**config.mk**
```make
export PLATFORM = sky130hd
export DESIGN_NAME = uart_rx_frame_ctrl
export DESIGN_NICKNAME = d
export VERILOG_FILES = /design/src/rtl/uart_frame_pkg.sv /design/src/rtl/uart_frame_buf.sv /design/src/rtl/uart_rx_frame_ctrl.sv
export SDC_FILE = /design/constraint.sdc
export NUM_CORES = 1
export LEC_CHECK = 0
export CAP_MARGIN = 20
export CELL_PAD_IN_SITES_DETAIL_PLACEMENT = 2
export CELL_PAD_IN_SITES_GLOBAL_PLACEMENT = 2
export CORE_ASPECT_RATIO = 1.4
export CORE_MARGIN = 2
export CORE_UTILIZATION = 35
export CTS_CLUSTER_DIAMETER = 100
export DETAILED_ROUTE_END_ITERATION = 6
export PLACE_DENSITY_LB_ADDON = 0.1
export REMOVE_ABC_BUFFERS = 1
export SYNTH_ARGS = -nofsm -noshare
export SYNTH_HDL_FRONTEND = slang
export SYNTH_SLANG_ARGS = --single-unit
```
**constraint.sdc**
```tcl
create_clock -name clk -period 2.7 [get_ports clk]
set_input_delay 0.54 -clock clk [delete_from_list [all_inputs] [get_ports clk]]
set_output_delay 0.54 -clock clk [all_outputs]
set_load 0.03 [all_outputs]
```
**src/rtl/uart_frame_pkg.sv**
```systemverilog
// Shared types and constants for the UART frame controller.
// Latency: n/a (declarations only).
// Backpressure: n/a.
package uart_frame_pkg;

  // Controller states; S_HUNT is the only idle state.
  typedef enum logic [2:0] {
    S_HUNT  = 3'd0,
    S_LEN   = 3'd1,
    S_PAY   = 3'd2,
    S_CSUM  = 3'd3,
    S_DRAIN = 3'd4
  } state_t;

  // Abort causes reported on err_code.
  typedef enum logic [2:0] {
    ERR_NONE = 3'd0,
    ERR_LEN  = 3'd1,
    ERR_CSUM = 3'd2,
    ERR_FERR = 3'd3,
    ERR_OVR  = 3'd4,
    ERR_TMO  = 3'd5
  } err_t;

  // Default frame start marker.
  localparam logic [7:0] SYNC_BYTE_DEFAULT = 8'hA5;

endpackage

```
**src/rtl/uart_frame_buf.sv**
```systemverilog
// Payload holding buffer: DEPTH x 8 register file, one write port, one async read port.
// Latency: write lands on the next clk edge; read is combinational.
// Backpressure: none; out-of-range writes are ignored and out-of-range reads return 0.
// Ports:
//   clk      system clock
//   wr_en    write strobe
//   wr_addr  write byte index
//   wr_data  write byte
//   rd_addr  read byte index
//   rd_data  read byte (combinational)
module uart_frame_buf #(
  parameter int DEPTH = 16
) (
  input  logic       clk,
  input  logic       wr_en,
  input  logic [7:0] wr_addr,
  input  logic [7:0] wr_data,
  input  logic [7:0] rd_addr,
  output logic [7:0] rd_data
);

  localparam int         AW      = (DEPTH > 1) ? $clog2(DEPTH) : 1;
  localparam logic [7:0] DEPTH_B = 8'(DEPTH);

  logic [7:0] mem [DEPTH];

  // Storage is deliberately not reset: stale bytes are never presented because
  // the drain only reads indices below the length of a verified frame.
  always_ff @(posedge clk) begin
    if (wr_en && (wr_addr < DEPTH_B)) begin
      mem[wr_addr[AW-1:0]] <= wr_data;
    end
  end

  // The drain prefetches rd+1 on its final beat, which may equal DEPTH.
  assign rd_data = (rd_addr < DEPTH_B) ? mem[rd_addr[AW-1:0]] : 8'h00;

endmodule

```
**src/rtl/uart_rx_frame_ctrl.sv**
```systemverilog
// Frame controller behind uart_rx: hunts SYNC, parses LEN/PAYLOAD/CSUM, releases payload only after checksum passes.
// Latency: frame_ok 1 cycle after the CSUM byte strobe; first out_valid 1 cycle after frame_ok.
// Backpressure: valid/ready on the output; out_* held while out_ready=0; rx side cannot be stalled (bytes during drain abort with ERR_OVR).
// Optional feature: define UART_FRAME_TIMEOUT_EN to build the inter-byte timeout (ERR_TMO).
// Ports:
//   clk, rst                 system clock, synchronous active-high reset
//   rx_data/rx_valid/rx_ferr byte, strobe and framing error from uart_rx
//   out_data/out_valid/out_ready/out_last  verified payload stream
//   frame_ok, frame_err      1-cycle pulses for accepted / aborted frames
//   err_code                 cause of last abort, held until the next abort or reset
//   busy                     high whenever not hunting for SYNC
module uart_rx_frame_ctrl
  import uart_frame_pkg::*;
#(
  parameter int         MAX_LEN        = 16,
  parameter logic [7:0] SYNC_BYTE      = SYNC_BYTE_DEFAULT,
  parameter int         TIMEOUT_CYCLES = 20000
) (
  input  logic       clk,
  input  logic       rst,
  input  logic [7:0] rx_data,
  input  logic       rx_valid,
  input  logic       rx_ferr,
  output logic [7:0] out_data,
  output logic       out_valid,
  input  logic       out_ready,
  output logic       out_last,
  output logic       frame_ok,
  output logic       frame_err,
  output logic [2:0] err_code,
  output logic       busy
);

  localparam logic [7:0] MAX_LEN_B = 8'(MAX_LEN);

  state_t     state;
  logic [7:0] len;
  logic [7:0] csum;
  logic [7:0] idx;
  logic [7:0] rd;
  logic [7:0] idx_nxt;
  logic [7:0] rd_addr;
  logic [7:0] rd_data;
  logic       buf_we;
  logic       tmo_hit;

  assign idx_nxt = idx + 8'd1;
  // While a beat is on the bus, look ahead to the next one so it can be
  // registered on the same edge the current beat completes.
  assign rd_addr = out_valid ? (rd + 8'd1) : rd;
  assign buf_we  = (state == S_PAY) && rx_valid && !rx_ferr;
  assign busy    = (state != S_HUNT);

  uart_frame_buf #(
    .DEPTH (MAX_LEN)
  ) u_pay_buf (
    .clk     (clk),
    .wr_en   (buf_we),
    .wr_addr (idx),
    .wr_data (rx_data),
    .rd_addr (rd_addr),
    .rd_data (rd_data)
  );

`ifdef UART_FRAME_TIMEOUT_EN
  localparam int             TW       = (TIMEOUT_CYCLES > 2) ? $clog2(TIMEOUT_CYCLES) : 1;
  localparam logic [TW-1:0] TMO_LAST = TW'(TIMEOUT_CYCLES - 1);

  logic [TW-1:0] tmo_cnt;
  logic          in_frame;

  assign in_frame = (state == S_LEN) || (state == S_PAY) || (state == S_CSUM);
  assign tmo_hit  = in_frame && (tmo_cnt == TMO_LAST);

  // Counts idle cycles since the last byte while a frame is in progress.
  always_ff @(posedge clk) begin
    if (rst || rx_valid || !in_frame) begin
      tmo_cnt <= '0;
    end else if (!tmo_hit) begin
      tmo_cnt <= tmo_cnt + 1'b1;
    end
  end
`else
  logic unused_tmo_cfg;
  assign unused_tmo_cfg = ^TIMEOUT_CYCLES;
  assign tmo_hit        = 1'b0;
`endif

  always_ff @(posedge clk) begin
    if (rst) begin
      state     <= S_HUNT;
      len       <= 8'h00;
      csum      <= 8'h00;
      idx       <= 8'h00;
      rd        <= 8'h00;
      out_data  <= 8'h00;
      out_valid <= 1'b0;
      out_last  <= 1'b0;
      frame_ok  <= 1'b0;
      frame_err <= 1'b0;
      err_code  <= ERR_NONE;
    end else begin
      frame_ok  <= 1'b0;
      frame_err <= 1'b0;

      case (state)
        S_HUNT: begin
          if (rx_valid && !rx_ferr && (rx_data == SYNC_BYTE)) begin
            state <= S_LEN;
          end
        end

        S_LEN, S_PAY, S_CSUM: begin
          if (rx_valid) begin
            // A framing error outranks every content check.
            if (rx_ferr) begin
              frame_err <= 1'b1;
              err_code  <= ERR_FERR;
              state     <= S_HUNT;
            end else begin
              case (state)
                S_LEN: begin
                  len  <= rx_data;
                  csum <= rx_data;
                  idx  <= 8'h00;
                  if (rx_data == 8'h00) begin
                    state <= S_CSUM;
                  end else if (rx_data > MAX_LEN_B) begin
                    frame_err <= 1'b1;
                    err_code  <= ERR_LEN;
                    state     <= S_HUNT;
                  end else begin
                    state <= S_PAY;
                  end
                end
                S_PAY: begin
                  csum <= csum ^ rx_data;
                  idx  <= idx_nxt;
                  if (idx_nxt == len) begin
                    state <= S_CSUM;
                  end
                end
                S_CSUM: begin
                  if (rx_data == csum) begin
                    frame_ok <= 1'b1;
                    rd       <= 8'h00;
                    state    <= (len != 8'h00) ? S_DRAIN : S_HUNT;
                  end else begin
                    frame_err <= 1'b1;
                    err_code  <= ERR_CSUM;
                    state     <= S_HUNT;
                  end
                end
                default: state <= S_HUNT;
              endcase
            end
          end else if (tmo_hit) begin
            frame_err <= 1'b1;
            err_code  <= ERR_TMO;
            state     <= S_HUNT;
          end
        end

        S_DRAIN: begin
          // The rx side cannot be stalled: a byte arriving now is lost and
          // reported, but the verified payload still drains intact.
          if (rx_valid) begin
            frame_err <= 1'b1;
            err_code  <= ERR_OVR;
          end

          if (!out_valid) begin
            out_valid <= 1'b1;
            out_data  <= rd_data;
            out_last  <= (rd == (len - 8'd1));
          end else if (out_ready) begin
            if (out_last) begin
              out_valid <= 1'b0;
              out_last  <= 1'b0;
              state     <= S_HUNT;
            end else begin
              rd       <= rd + 8'd1;
              out_data <= rd_data;
              out_last <= ((rd + 8'd1) == (len - 8'd1));
            end
          end
        end

        default: state <= S_HUNT;
      endcase
    end
  end

endmodule

```
### Word level (Yosys, flattened, before mapping)

Memory sizes are Yosys's and may differ from the RTL's.
Cells that the tools add are included.

* latch bits: 0
* bits in writable memories: 128
* flip-flop bits (word level): 50
* input bits: 13
* memories: 1
* word-level logic and storage cells: 123
* ROM bits: 0

* bitwise gates (word level): 5
* equal/unequal tests: 26
* reductions and logical operators: 21
* multipliers: 0
* mux-type cells: 53
* shift operators: 0
* divide/modulo/power cells: 0
* order comparisons: 3
* add/subtract/negate cells: 3

Memory list
* u_pay_buf.mem: depth 16, bits a word 8, rd ports 1, clocked after Yosys merged registers in 0, wr ports 1, line uart_frame_buf.sv:25 `logic [7:0] mem [DEPTH];`

Operators by type and width (number)
* $mux 8: 12
* $pmux 8 s2: 3
* $mux 3: 15
* $eq 8x8->1: 4
* $ne 2x2->1 const B: 11
* $ne 4x4->1 const B: 5
* $pmux 3 s3: 2
* $add 8x1->8 const B: 2
* $lt 8x5->1 const B: 2
* $mux 1: 15
* $pmux 3 s2: 2
* $eq 8x8->1 const B: 1
* $gt 8x5->1 const B: 1
* $logic_not 8->1: 1
* $reduce_and 4->1: 2
* $reduce_and 8->1: 1
* $reduce_bool 8->1: 1
* $sub 8x1->8 const B: 1
* $xor 8x8->8: 1
* $reduce_and 7->1: 1
* $eq 3x2->1 const B: 2
* $reduce_and 6->1: 1
* $logic_and 1x1->1: 5
* $reduce_or 5->1: 1
* other kinds (13): 19

### Depth between registers and ports, before layout

Gate-level depths: netlist (run 1).

* depth in word-level cells: 7
* mapped depth: 8
* mapped depth without buffers: 8

### Cells and area by module

Synthesis (run 1) repeated with hierarchy kept, for this count alone.

* cell total of the unflattened synthesis: 655
* area total of the unflattened synthesis: 8319.2 sq um

By module, submodules not included
* uart_frame_buf: area each 5062.4 sq um, seq. area each 3843.7 sq um, instances 1, cells an instance 249
* uart_rx_frame_ctrl: area each 3256.9 sq um, seq. area each 1001.0 sq um, instances 1, cells an instance 406

### Worst setup path before layout (run 1)

OpenSTA, ideal clock, no wires.

* kind: register to register
* start: reg out_valid
* end: reg out_data[0]
* path buffers: 2
* stages on the path, launching flop included: 8
* path slack: 0.379 ns
* arrival time: 2.204 ns
* required time: 2.583 ns
* cell sequence: dfxtp_1 -> buf_2 -> mux2i_1 -> clkbuf_1 -> mux4_2 -> a22oi_1 -> nand2_1 -> a22o_1

* cells in the longest elaborated chain, start to end: 6
* elaborated cells between the ends (all ways): 10
* those cells by class: order compare: 1; eq/ne: 2; mux: 5; reduce/logical: 1; memory: 1

Ends and longest elaborated chain
* start, declared: line uart_rx_frame_ctrl.sv:25 `output logic out_valid,`
* start signal, assigned: line uart_rx_frame_ctrl.sv:97 `out_valid <= 1'b0;`
* start signal, assigned: line uart_rx_frame_ctrl.sv:173 `out_valid <= 1'b1;`
* start signal, assigned: line uart_rx_frame_ctrl.sv:178 `out_valid <= 1'b0;`
* $mux 8: line uart_rx_frame_ctrl.sv:50 `assign rd_addr = out_valid ? (rd + 8'd1) : rd;`
* $lt 8x5->1 or $mem_v2 16x8 (tied branches)
* $mux 8: line uart_frame_buf.sv:36 `assign rd_data = (rd_addr < DEPTH_B) ? mem[rd_addr[AW-1:0]] : 8'h00;`
* $mux 8: line uart_rx_frame_ctrl.sv:177 `if (out_last) begin`
* $mux 8: line uart_rx_frame_ctrl.sv:176 `end else if (out_ready) begin`
* $mux 8: line uart_rx_frame_ctrl.sv:172 `if (!out_valid) begin`
* end signal, assigned: line uart_rx_frame_ctrl.sv:174 `out_data <= rd_data;`
* end signal, assigned: line uart_rx_frame_ctrl.sv:183 `out_data <= rd_data;`
* end, declared: line uart_rx_frame_ctrl.sv:24 `output logic [7:0] out_data,`

Several ways; a longest one is shown, not always the timed one. The select of a mux whose other input is x is not followed.
A chain may end at the register's enable or synchronous reset.

### Worst setup path after layout (run 1)

* start: reg state[1]
* end: out busy

* cells in the longest elaborated chain, start to end: 1

Ends and longest elaborated chain
* start, declared: line uart_rx_frame_ctrl.sv:36 `state_t state;`
* start signal, assigned: line uart_rx_frame_ctrl.sv:147 `state <= (len != 8'h00) ? S_DRAIN : S_HUNT;`
* $reduce_bool 3->1: line uart_rx_frame_ctrl.sv:52 `assign busy = (state != S_HUNT);`
* end, declared: line uart_rx_frame_ctrl.sv:31 `output logic busy`

Every way passes these cells.

==> results of run 1 <==
[power by group]
group / total, W / switching [W] / leakage [nW] / internal [W]
sequential: 0.00294 / 0.00000899 / 1.55 / 0.00293
combinational: 0.000209 / 0.000124 / 1.73 / 0.0000849
clock: 0.00239 / 0.00105 / 0.262 / 0.00135
[through the flow]
stage               util [%]  power [W]  setup slack [ns]  hold slack (ns)
finish                 43.78   0.005538           0.08043           0.4868
global route           43.78   0.005719          0.005739           0.5135
global placement       41.24   0.003199          -0.07046           0.4514
CTS                    43.63   0.005612           0.05192           0.4942
detailed placement     41.24   0.003209           -0.1352           0.4786
floorplan                  -   0.003055           -0.8040           0.4802
[state kept, by name (all words and copies together), names as in the netlist]
name / count
len: 8
u_pay_buf.mem: 128
idx: 8
state: 3
frame_ok: 1
rd: 8
csum: 8
out_last: 1
out_data: 8
out_valid: 1
frame_err: 1
err_code: 3
[repair_timing]
item / in CTS / in global routing
setup endpoints to repair: 0 / 1
buffers inserted: 0 / 3
hold buffers: 0 / 0
[cell usage in the layout (no fill, tap or decap), types with 15 or more instances in the layout]
cell type and n:
a21oi_1 29, and2_1 19, clkbuf_16 17, edfxtp_1 128, buf_4 78, xor2_1 19
a22oi_1 18, o21ai_0 29, xnor2_1 19, mux4_2 32, nand3_1 15, clkdlybuf4s50_1 27
nand2_1 38, nor2_1 49, dfxtp_1 50, buf_12 16
[worst max path at each step]
stage / endpoint / from / slack, ns / cells after the start
CTS: busy / state[1]$_SDFFE_PP0P_ / 0.05 / 3
finish: busy / state[1]$_SDFFE_PP0P_ / 0.08 / 3
global route: busy / state[1]$_SDFFE_PP0P_ / 0.006 / 3
global placement: err_code[0]$_SDFFE_PP0P_ / rx_data[3] / -0.07 / 10
floorplan: out_data[0]$_SDFFE_PP0P_ / out_valid$_SDFFE_PP0P_ / -0.80 / 5
detailed placement: err_code[1]$_SDFFE_PP0P_ / rx_data[3] / -0.14 / 11
[final cells by class]
| class | instances | area (um^2) |
|---|---|---|
| fillers | 2334 | 13000 |
| flip-flops and latches | 178 | 4845 |
| multi-input cells | 398 | 3120 |
| repair buffers | 122 | 1181 |
| clock buffers | 20 | 436.7 |
| well taps | 306 | 382.9 |
| clock inverters | 12 | 116.4 |
| inverters | 11 | 41.29 |
[logic make-up after synthesis]
kind of cell | Yosys count
compound gates | 119
fa+ha+maj | 6
xor+xnor | 41
simple gates | 187
buf+inv | 49
flops | 178
mux | 45
[routing by layer]
metal,share of wire (%),up-vias
met4,1.7,0
met2,57,64
met1,40,2924
met3,1.7,30
li1,-,2575
met5,0,-
==> out/results.txt, run 1 <==
Reg2reg start - rd[0]$_SDFFE_PP0P_
Worst hold path class - reg -> reg
Final wirelength - 25340 um
Synth unique cells - 66
Maximum VDD drop - 453.7 uV
Number of global-route vias before repair - 6349
Count leader, synth - edfxtp_1
Synth top area cells - edfxtp_1, dfxtp_1, mux4_2
P per Cell Area - 547.1 nW/um^2
Slowest-stage cell, CP - clkdlybuf4s50_1
Max frequency - 381.7 MHz
Actual slew at the worst max-slew pin - 0.5166 ns
Setup Crit Path Kind - reg -> out
Iteration-0 DRC Markers - 218
Tcrit/Tclk final - 97.02%
Nets@finish - 747
Global-route wire length before repair - 39040 um
Yosys reg bits - 178
Synth Area in XOR/XNOR - 4.830%
Antenna cells - 0
Unrepaired setup endpoints after global routing - no
Post-Synthesis Mean Instance Area - 13.10 um^2
Die Ht - 184.9 um
Crit path capture type - primary output
Layout cells sized above 1 - 22.00%
Dominant synthesized flop cell - edfxtp_1
Largest net degree at the start of global routing - 33
Worst flop-to-flop path endpoint - out_data[7]$_SDFFE_PP0P_
Site row count - 66
GRT overflow - 0
Async SR Flop Fraction - 0%
Status - finished clean
Synth Warn # - 0
Final cell count without fillers - 1047
Clk slew on worst S/H paths - 0.07 ns
Vias per cell - 5.342
Clk_skew - 0.01242 ns
Number of buffers created by CTS - 17
Vias - 5593
Placed cell areas - 9535 um^2
Hold Crit Endpoint - out_data[0]$_SDFFE_PP0P_
Max_cap viols - 0
I/O Pins - 29
Final hold vios - 0
WP buf/inv - 2
Critical path cell sequence - buf_4 -> or3_2 -> clkdlybuf4s50_1
Clock Latency Late Sink - 0.44 ns
Max-slew headroom - 65.41%
Post-Syn Area - 8185 um^2
Post-cts sizing count - 0
Simple-Gate Fraction of Synth Area - 11.95%
Placed insts - 1012
Final instance area - 10120 um^2
Crit start category - flip-flop
Static Leak - 3.540 nW
Initial antenna violation count - 0
Tmin final - 2.620 ns
Critical-path maximum fanout - 8
CORE AREA - 23120 um^2
Met2 Track Usage GR - 42.08%
First-pass detailed-route iteration total - 4
Global router's overall resource usage - 21.65%
Compound-gate portion of the synthesized area - 9.722%
CTS root buf - clkbuf_16
WHS Path Cells - 1
Synth top area share - 46.96%
Synth top cells by count - edfxtp_1, dfxtp_1, nor2_1
Delay-heaviest family, CP - buffers and inverters
# setup viols final - 0
Met3 usage - 3.394%
Die Wd - 133.2 um
CTS sink count - 178
TritonCTS clock tree - built
GR peak layer - met2
Max incr delay on CP - 0.62 ns
HP Start - out_data[0]$_SDFFE_PP0P_
Die area - 24640 um^2
Critical path required time - 2.16 ns
Clock buffer depth - 2
Input/output buffers - 28
H-tree levels - 4
Area Growth Syn to Fin - 23.68%
Post-route ant nets - 0
Setup TNS - 0 ns
Post-synth EDFFs - 128
Synth Instances - 625
DRC - 0
Worst r2r path cells - 8
Multiplexer share of the synthesized area - 10.41%
Wire per inst - 24.20 um
Post-DP HPWL - 18460 um
GR Layer Usage met1 - 24.05%
Routability cong. - 0.7601
Largest family of logic cells by synthesized area - simple AND/OR/NAND/NOR gates
Initial Utilization - 35.40%
CP Data Arrival Time - 2.08 ns
Post-synth top area cell - edfxtp_1
Final Max Slew Viols - 0
Register area share after synthesis - 59.19%
Adder-cell share of the synthesized area - 0.9172%
Internal reg-to-reg setup slack - 0.18 ns
Power figures use the tool's default switching activity.
==> run 2: changes to the inputs <==
--- a/config.mk
+++ b/config.mk
@@ -13,6 +13,7 @@
 export CORE_UTILIZATION = 35
 export CTS_CLUSTER_DIAMETER = 100
 export DETAILED_ROUTE_END_ITERATION = 6
+export HOLD_SLACK_MARGIN = 0.02
 export PLACE_DENSITY_LB_ADDON = 0.1
 export REMOVE_ABC_BUFFERS = 1
 export SYNTH_ARGS = -nofsm -noshare
==> results of run 2 <==
Final layout, timing and power as in run 1 (identical DEF).
